===== config.mk =====
export PLATFORM = sky130hd
export DESIGN_NAME = store_commit_buffer
export DESIGN_NICKNAME = d
export VERILOG_FILES = /design/src/rtl/store_commit_buffer.sv
export SDC_FILE = /design/constraint.sdc
export NUM_CORES = 2
export LEC_CHECK = 0
export ABC_CLOCK_PERIOD_IN_PS = 30900
export CAP_MARGIN = 10
export CORE_MARGIN = 1.5
export CORE_UTILIZATION = 40
export CTS_CLUSTER_SIZE = 14
export DETAILED_ROUTE_END_ITERATION = 7
export DONT_BUFFER_PORTS = 1
export HOLD_SLACK_MARGIN = 0.05
export PLACE_DENSITY = 0.54
export SYNTH_ARGS = -nofsm -noshare
export SYNTH_HDL_FRONTEND = slang
export SYNTH_SLANG_ARGS = --single-unit

===== constraint.sdc =====
create_clock -name in_clk -period 30.9 [get_ports in_clk]
set_input_delay 4.635 -clock in_clk [delete_from_list [all_inputs] [get_ports in_clk]]
set_output_delay 4.635 -clock in_clk [all_outputs]
set_load 0.02 [all_outputs]

===== src/rtl/store_commit_buffer.sv =====
// store_commit_buffer: in-order store buffer holding executed stores until ROB commit, then draining to dmem.
// Define STORE_BUF_FWD_EN for store-to-load forwarding; otherwise matching loads are stalled.
module store_commit_buffer #(
    parameter int DEPTH    = 8,
    parameter int GPR_SIZE = 64
) (
    input  logic                in_clk,
    input  logic                in_rst,
    input  logic                in_st_valid,
    input  logic [GPR_SIZE-1:0] in_st_addr,
    input  logic [GPR_SIZE-1:0] in_st_data,
    output logic                out_st_ready,
    input  logic                in_rob_commit_done,
    input  logic                in_rob_commit_is_store,
    input  logic                in_flush,
    input  logic [GPR_SIZE-1:0] in_ld_addr,
    output logic                out_fwd_hit,
    output logic [GPR_SIZE-1:0] out_fwd_value,
    output logic                out_ld_stall,
    output logic                out_dmem_w_enable,
    output logic [GPR_SIZE-1:0] out_dmem_addr,
    output logic [GPR_SIZE-1:0] out_dmem_wval,
    output logic                out_err
);
    localparam int AW = $clog2(DEPTH);
    localparam int PW = AW + 1;
    logic [GPR_SIZE-1:0] addr_q [DEPTH];
    logic [GPR_SIZE-1:0] data_q [DEPTH];
    logic [PW-1:0] head, cptr, tail, occ, cptr_n;
    logic commit, enq, hit;
    logic [AW-1:0] idx;
    logic unused_ld_lsb;
`ifdef STORE_BUF_FWD_EN
    logic [GPR_SIZE-1:0] fwd_val;
`endif
    assign occ               = tail - head;
    assign out_st_ready      = occ != PW'(DEPTH);
    assign commit            = in_rob_commit_done & in_rob_commit_is_store;
    assign cptr_n            = cptr + PW'(commit && cptr != tail);
    assign enq               = in_st_valid & out_st_ready & ~in_flush;
    assign out_dmem_w_enable = head != cptr;
    assign out_dmem_addr     = out_dmem_w_enable ? addr_q[head[AW-1:0]] : '0;
    assign out_dmem_wval     = out_dmem_w_enable ? data_q[head[AW-1:0]] : '0;
    assign unused_ld_lsb     = ^in_ld_addr[2:0];
    // Flush truncates to the post-commit pointer so a same-cycle commit survives.
    always_ff @(posedge in_clk or posedge in_rst) begin
        if (in_rst) begin
            head    <= '0;
            cptr    <= '0;
            tail    <= '0;
            out_err <= 1'b0;
        end else begin
            head <= head + PW'(out_dmem_w_enable);
            cptr <= cptr_n;
            tail <= in_flush ? cptr_n : tail + PW'(enq);
            if (commit && cptr == tail)
                out_err <= 1'b1;
        end
    end
    always_ff @(posedge in_clk) begin
        if (enq) begin
            addr_q[tail[AW-1:0]] <= in_st_addr;
            data_q[tail[AW-1:0]] <= in_st_data;
        end
    end
    // Scan oldest to youngest so the last match is the youngest store.
    always_comb begin
        hit = 1'b0;
        idx = '0;
`ifdef STORE_BUF_FWD_EN
        fwd_val = '0;
`endif
        for (int i = 0; i < DEPTH; i++) begin
            idx = head[AW-1:0] + AW'(i);
            if (PW'(i) < occ && addr_q[idx][GPR_SIZE-1:3] == in_ld_addr[GPR_SIZE-1:3]) begin
                hit = 1'b1;
`ifdef STORE_BUF_FWD_EN
                fwd_val = data_q[idx];
`endif
            end
        end
    end
`ifdef STORE_BUF_FWD_EN
    assign out_fwd_hit   = hit;
    assign out_fwd_value = fwd_val;
    assign out_ld_stall  = 1'b0;
`else
    assign out_fwd_hit   = 1'b0;
    assign out_fwd_value = '0;
    assign out_ld_stall  = hit;
`endif
endmodule


After elaboration in Yosys (flattened, before gate mapping). Memories as Yosys holds them, arrays and structs flattened. Index checks and enable logic that the tools add are counted.

Reductions and logical operators: 10. Add/subtract/negate cells: 11. Bitwise gates (word level): 4. Order comparisons: 8. Equality and inequality tests: 12. Muxes and demuxes: 13.

Operator list (number): $eq 61x61->1 (8); $mux 64 (2); $lt 3x4->1 const A (4); $add 3x3->3 const B (4); $add 4x1->4 (3); $logic_and 1x1->1 (10); $mux 1 (10); $lt 1x4->1 const A (2); $lt 2x4->1 const A (2); $ne 4x4->1 (2); $add 3x2->3 const B (2); $eq 4x4->1 (1); $mux 4 (1); $ne 4x4->1 const B (1); $sub 4x4->4 (1); $add 3x1->3 const B (1); $and 1x1->1 (3); $not 1->1 (1).

RAM bits: 1024. Memories: 2. Register bits after elaboration: 13. Output and inout bits: 197.

Memory list: addr_q (depth 8, width 64, rd ports 8, clocked after Yosys merged registers in 0, wr ports 1, RTL line 27) `logic [GPR_SIZE-1:0] addr_q [DEPTH];`; data_q (depth 8, width 64, rd ports 1, clocked after Yosys merged registers in 0, wr ports 1, RTL line 28) `logic [GPR_SIZE-1:0] data_q [DEPTH];`.

Logic depth before layout (Yosys ltp).
Word-level depth: 11. Gate-level depth with buffers: 23. Mapped depth without buffers: 12.

Worst setup path before layout. OpenSTA, ideal clock, no wires.

Kind: input to register. From: input in_flush. To: memory addr_q[1][0] (enable). Stages: 3. Library setup time: 772 ps. Slack: 16515 ps. Data required time: 30128 ps. Data arrival time: 13613 ps. Cells stage by stage: and3b_1 nand2_1 nor3_1.

Cells in the longest elaborated chain, start to end: 4.

Ends and longest elaborated chain: start: declaration (RTL line 15) `input logic in_flush,`; $not 1->1 (RTL line 40) `assign enq = in_st_valid & out_st_ready & ~in_flush;`; $and 1x1->1 (RTL line 40); $mux 1 (RTL line 61) `if (enq) begin`; $mux 1 (implied by the code) (RTL line 62) `addr_q[tail[AW-1:0]] <= in_st_addr;`; end: declaration (RTL line 27).

No other way between the ends.

Final worst setup path.
From: input in_ld_addr[34]. To: output out_ld_stall.

Cells in the longest elaborated chain, start to end: 10. Elaborated cells between the ends (all ways): 24. Those cells by class: eq/ne: 8; mux: 8; reduce/logical: 8.

Ends and longest elaborated chain: start: declaration (RTL line 16) `input logic [GPR_SIZE-1:0] in_ld_addr,`; $eq 61x61->1 (RTL line 75) `if (PW'(i) < occ && addr_q[idx][GPR_SIZE-1:3] == in_ld_addr[GPR_SIZE-1:3]) begin`; $logic_and 1x1->1 (RTL line 75); $mux 1 (7 in a row) (RTL line 75); $mux 1 * (RTL line 75); end: declaration (RTL line 19) `output logic out_ld_stall,`.

Mark *: on every way between the ends. The rest lies on a longest branch, timed or not.

==> metrics.cfg <==
[worst_setup_path]
max_stage_delay_ps = 1170
worst_r2r_path_depth = 13
r2r_slack_ps = 24330
criticalPathCategory = in2out
r2r-start = head[2]
path_cells = inv_1, xnor2_1, nand4_1, a2111oi_1, and4b_1, a31o_1, a21oi_1, o221ai_1
r2r_end = addr_q[5][30]
cp-end-kind = primary output
cp.arrival_ps = 8380
path_max_fanout = 13
start_kind = input port
crit_slowest_cell = a2111oi_1
required_ps = 26270

[sta]
finalSetupViolCount = 0
tightestPinTransition_ps = 1300
hold_ws_ps = 539
timing.final.crit_share_pct = 42.1
finalHoldViolations = 0
slew_violations = 0
fin_ws_ps = 17880
finalSetupTns_ps = 0
max_freq_ghz = 0.0768
skew_ps = 71.5
slew_headroom_pct = 12.8
finalCriticalPeriod_ps = 13020
rsz0062_at_grt = false

[clock_tree]
cts.reportedPaths.clkPinSlew_ps = 60
post_cts_buffers = 0
root_buffer = clkbuf_16
cts_buffer_depth = 3
htreeDepth = 3
clkLatencyLatePin_ps = 800
cts-buffers-inserted = 117
cts.repair.resized = 0
cts.sinks = 1037
cts_tree = done
ctsHoldBuffers = 0

[min_path]
hold_end = head[3]
hp-start = head[3]
hold_path_depth = 1
min_path_type = reg2reg

[synth]
synth_cell_types = 76
synth_area_per_cell_um2 = 14.8
synthAdderAreaFrac_pct = 0.262
async_reset_ff_share_pct = 1.25
synth.most_common_cell = edfxtp_1
synth_area_leaders = edfxtp_1, mux4_2, mux2i_1, xnor2_1, xor2_1
synth.top_cells.by_count = edfxtp_1, mux4_2, xnor2_1
synth_top_area_share_pct = 47.4
synth_warnings = 0
synthFlopType = edfxtp_1
synth_top_area_cell = edfxtp_1
synth_seq_area_share_pct = 47.9
muxShareOfSynthArea_pct = 30.5
post_synth_and_or_nand_nor_area_fraction_pct = 4.93
syn_area_mm2 = 0.0648
syn_inst = 4370
synth_top_family_by_area = multiplexers
synth_compound_area_share_pct = 3.95
synth_edf_count = 1024
ys_ff_latch = 1037
synthXorXnorAreaFrac_pct = 8.48

[drt]
ant_nets = 0
routedWlPerCell_um = 39.0
viasPerCell = 6.49
drc = 0
drt-pass1-iter-count = 8
vias = 42094
top_layer = met5
wirelength_met1_um = 98700
wl_met3_um = 28400
detail_route.wirelength_um = 253000
drt-initial-drc-count = 5459
wl_met2_um = 110000

[grt]
grt-ovfl-total = 0
grt_max_degree = 105
grt_pass1_wl_um = 345000
grt_pass1_vias = 40454
antenna_found_initial = 10
grt_usage_pct = 30.5

[floorplanning]
start_util_pct = 40.3
pin_count = 395
die_x_um = 406
row_count = 147
dieArea_mm2 = 0.165
die-height_um = 406
core_mm2 = 0.161

[place]
dp_slack_ps = 17910
port_buffers = 0
hpwl_um = 176000
dpl.cell_count = 6259
place.gp.congestion = 1.03

[finish]
final_nets = 4429
drive_above_1_share_pct = 23.8
fin_cells = 6484
nFillCells = 14511
syn_to_final_growth_pct = 8.30

[run]
drv_cap = 0

[outcome]
status = completed

cells in the final DEF, fill, tap and decap left out, types with 23 or more instances in the layout:
cell       instances
a22oi_1           71
clkinv_1          30
nand2_1          256
clkbuf_16        118
clkbuf_1          28
o22ai_1           25
nor4_1            81
mux2_2           108
conb_1            65
xnor2_1          437
edfxtp_1        1024
nand3_1           39
buf_4             74
mux4_2           636
a21oi_1          147
xor2_1           183
nor3_1            24
nor2_1           134
inv_1             23
mux2i_1          418
nand4_1           77
o21ai_0           42
critical path: cells and delay by family:
family | cells | cell delay (ps)
compound gates | 4 | 2330
xor+xnor | 1 | 420
simple gates | 2 | 910
buf+inv | 1 | 60
flip-flops by register name, indices dropped and copies added (netlist names):
name	cells
cptr	4
data_q	512
addr_q	512
head	4
tail	4
out_err	1
worst max path at each step:
| stage | from | to | slack (ps) | depth (start not counted) |
|---|---|---|---|---|
| CTS | head[0] | out_ld_stall | 17860 | 14 |
| detailed placement | in_ld_addr[34] | out_ld_stall | 17910 | 8 |
| global route | head[0] | out_ld_stall | 17670 | 14 |
| global placement | in_ld_addr[34] | out_ld_stall | 17890 | 8 |
| finish | in_ld_addr[34] | out_ld_stall | 17880 | 8 |
| floorplan | in_flush | addr_q[1][0] | 16520 | 3 |
kinds of logic (layout without fill, tap and decap cells):
logic type               Yosys count  after routing
other                              1             75
buffers and inverters            452            332
adder cells (fa/ha/maj)           13             13
flip-flops                      1037           1037
XOR/XNOR                         624            624
AO/OA/AOI/OAI                    400            400
AND/OR/NAND/NOR                  677            677
multiplexers                    1166           1166
metrics by stage:
stage / instance area [µm²] / util, %
2_1_floorplan: 65100 / -
3_5_place_dp: 66300 / 41.3
5_1_grt: 70200 / 43.7
6_report: 70200 / 43.7
3_3_place_gp: 66300 / 41.3
4_1_cts: 70200 / 43.7
layout make-up:
cell class / count / area (µm²) / share of cell area, %
antenna: 10 / 25.0 / 0.0356
clock buffer: 151 / 3130 / 4.45
clock inverter: 64 / 747 / 1.06
inverter: 30 / 125 / 0.178
multi-input combinational: 2945 / 31600 / 45.0
sequential: 1037 / 31100 / 44.3
tap: 2160 / 2700 / 3.85
timing repair buffer: 87 / 816 / 1.16
metal layers:
metal / GRT usage, % / vias to the layer above
met4: 15.8 / 4
li1: - / 17039
met2: 44.7 / 2307
met3: 9.83 / 433
met5: 0.268 / -
met1: 40.5 / 22311
Power is not shown: default switching activity piles up to over one toggle a cycle in this logic, so the estimate is an artifact.
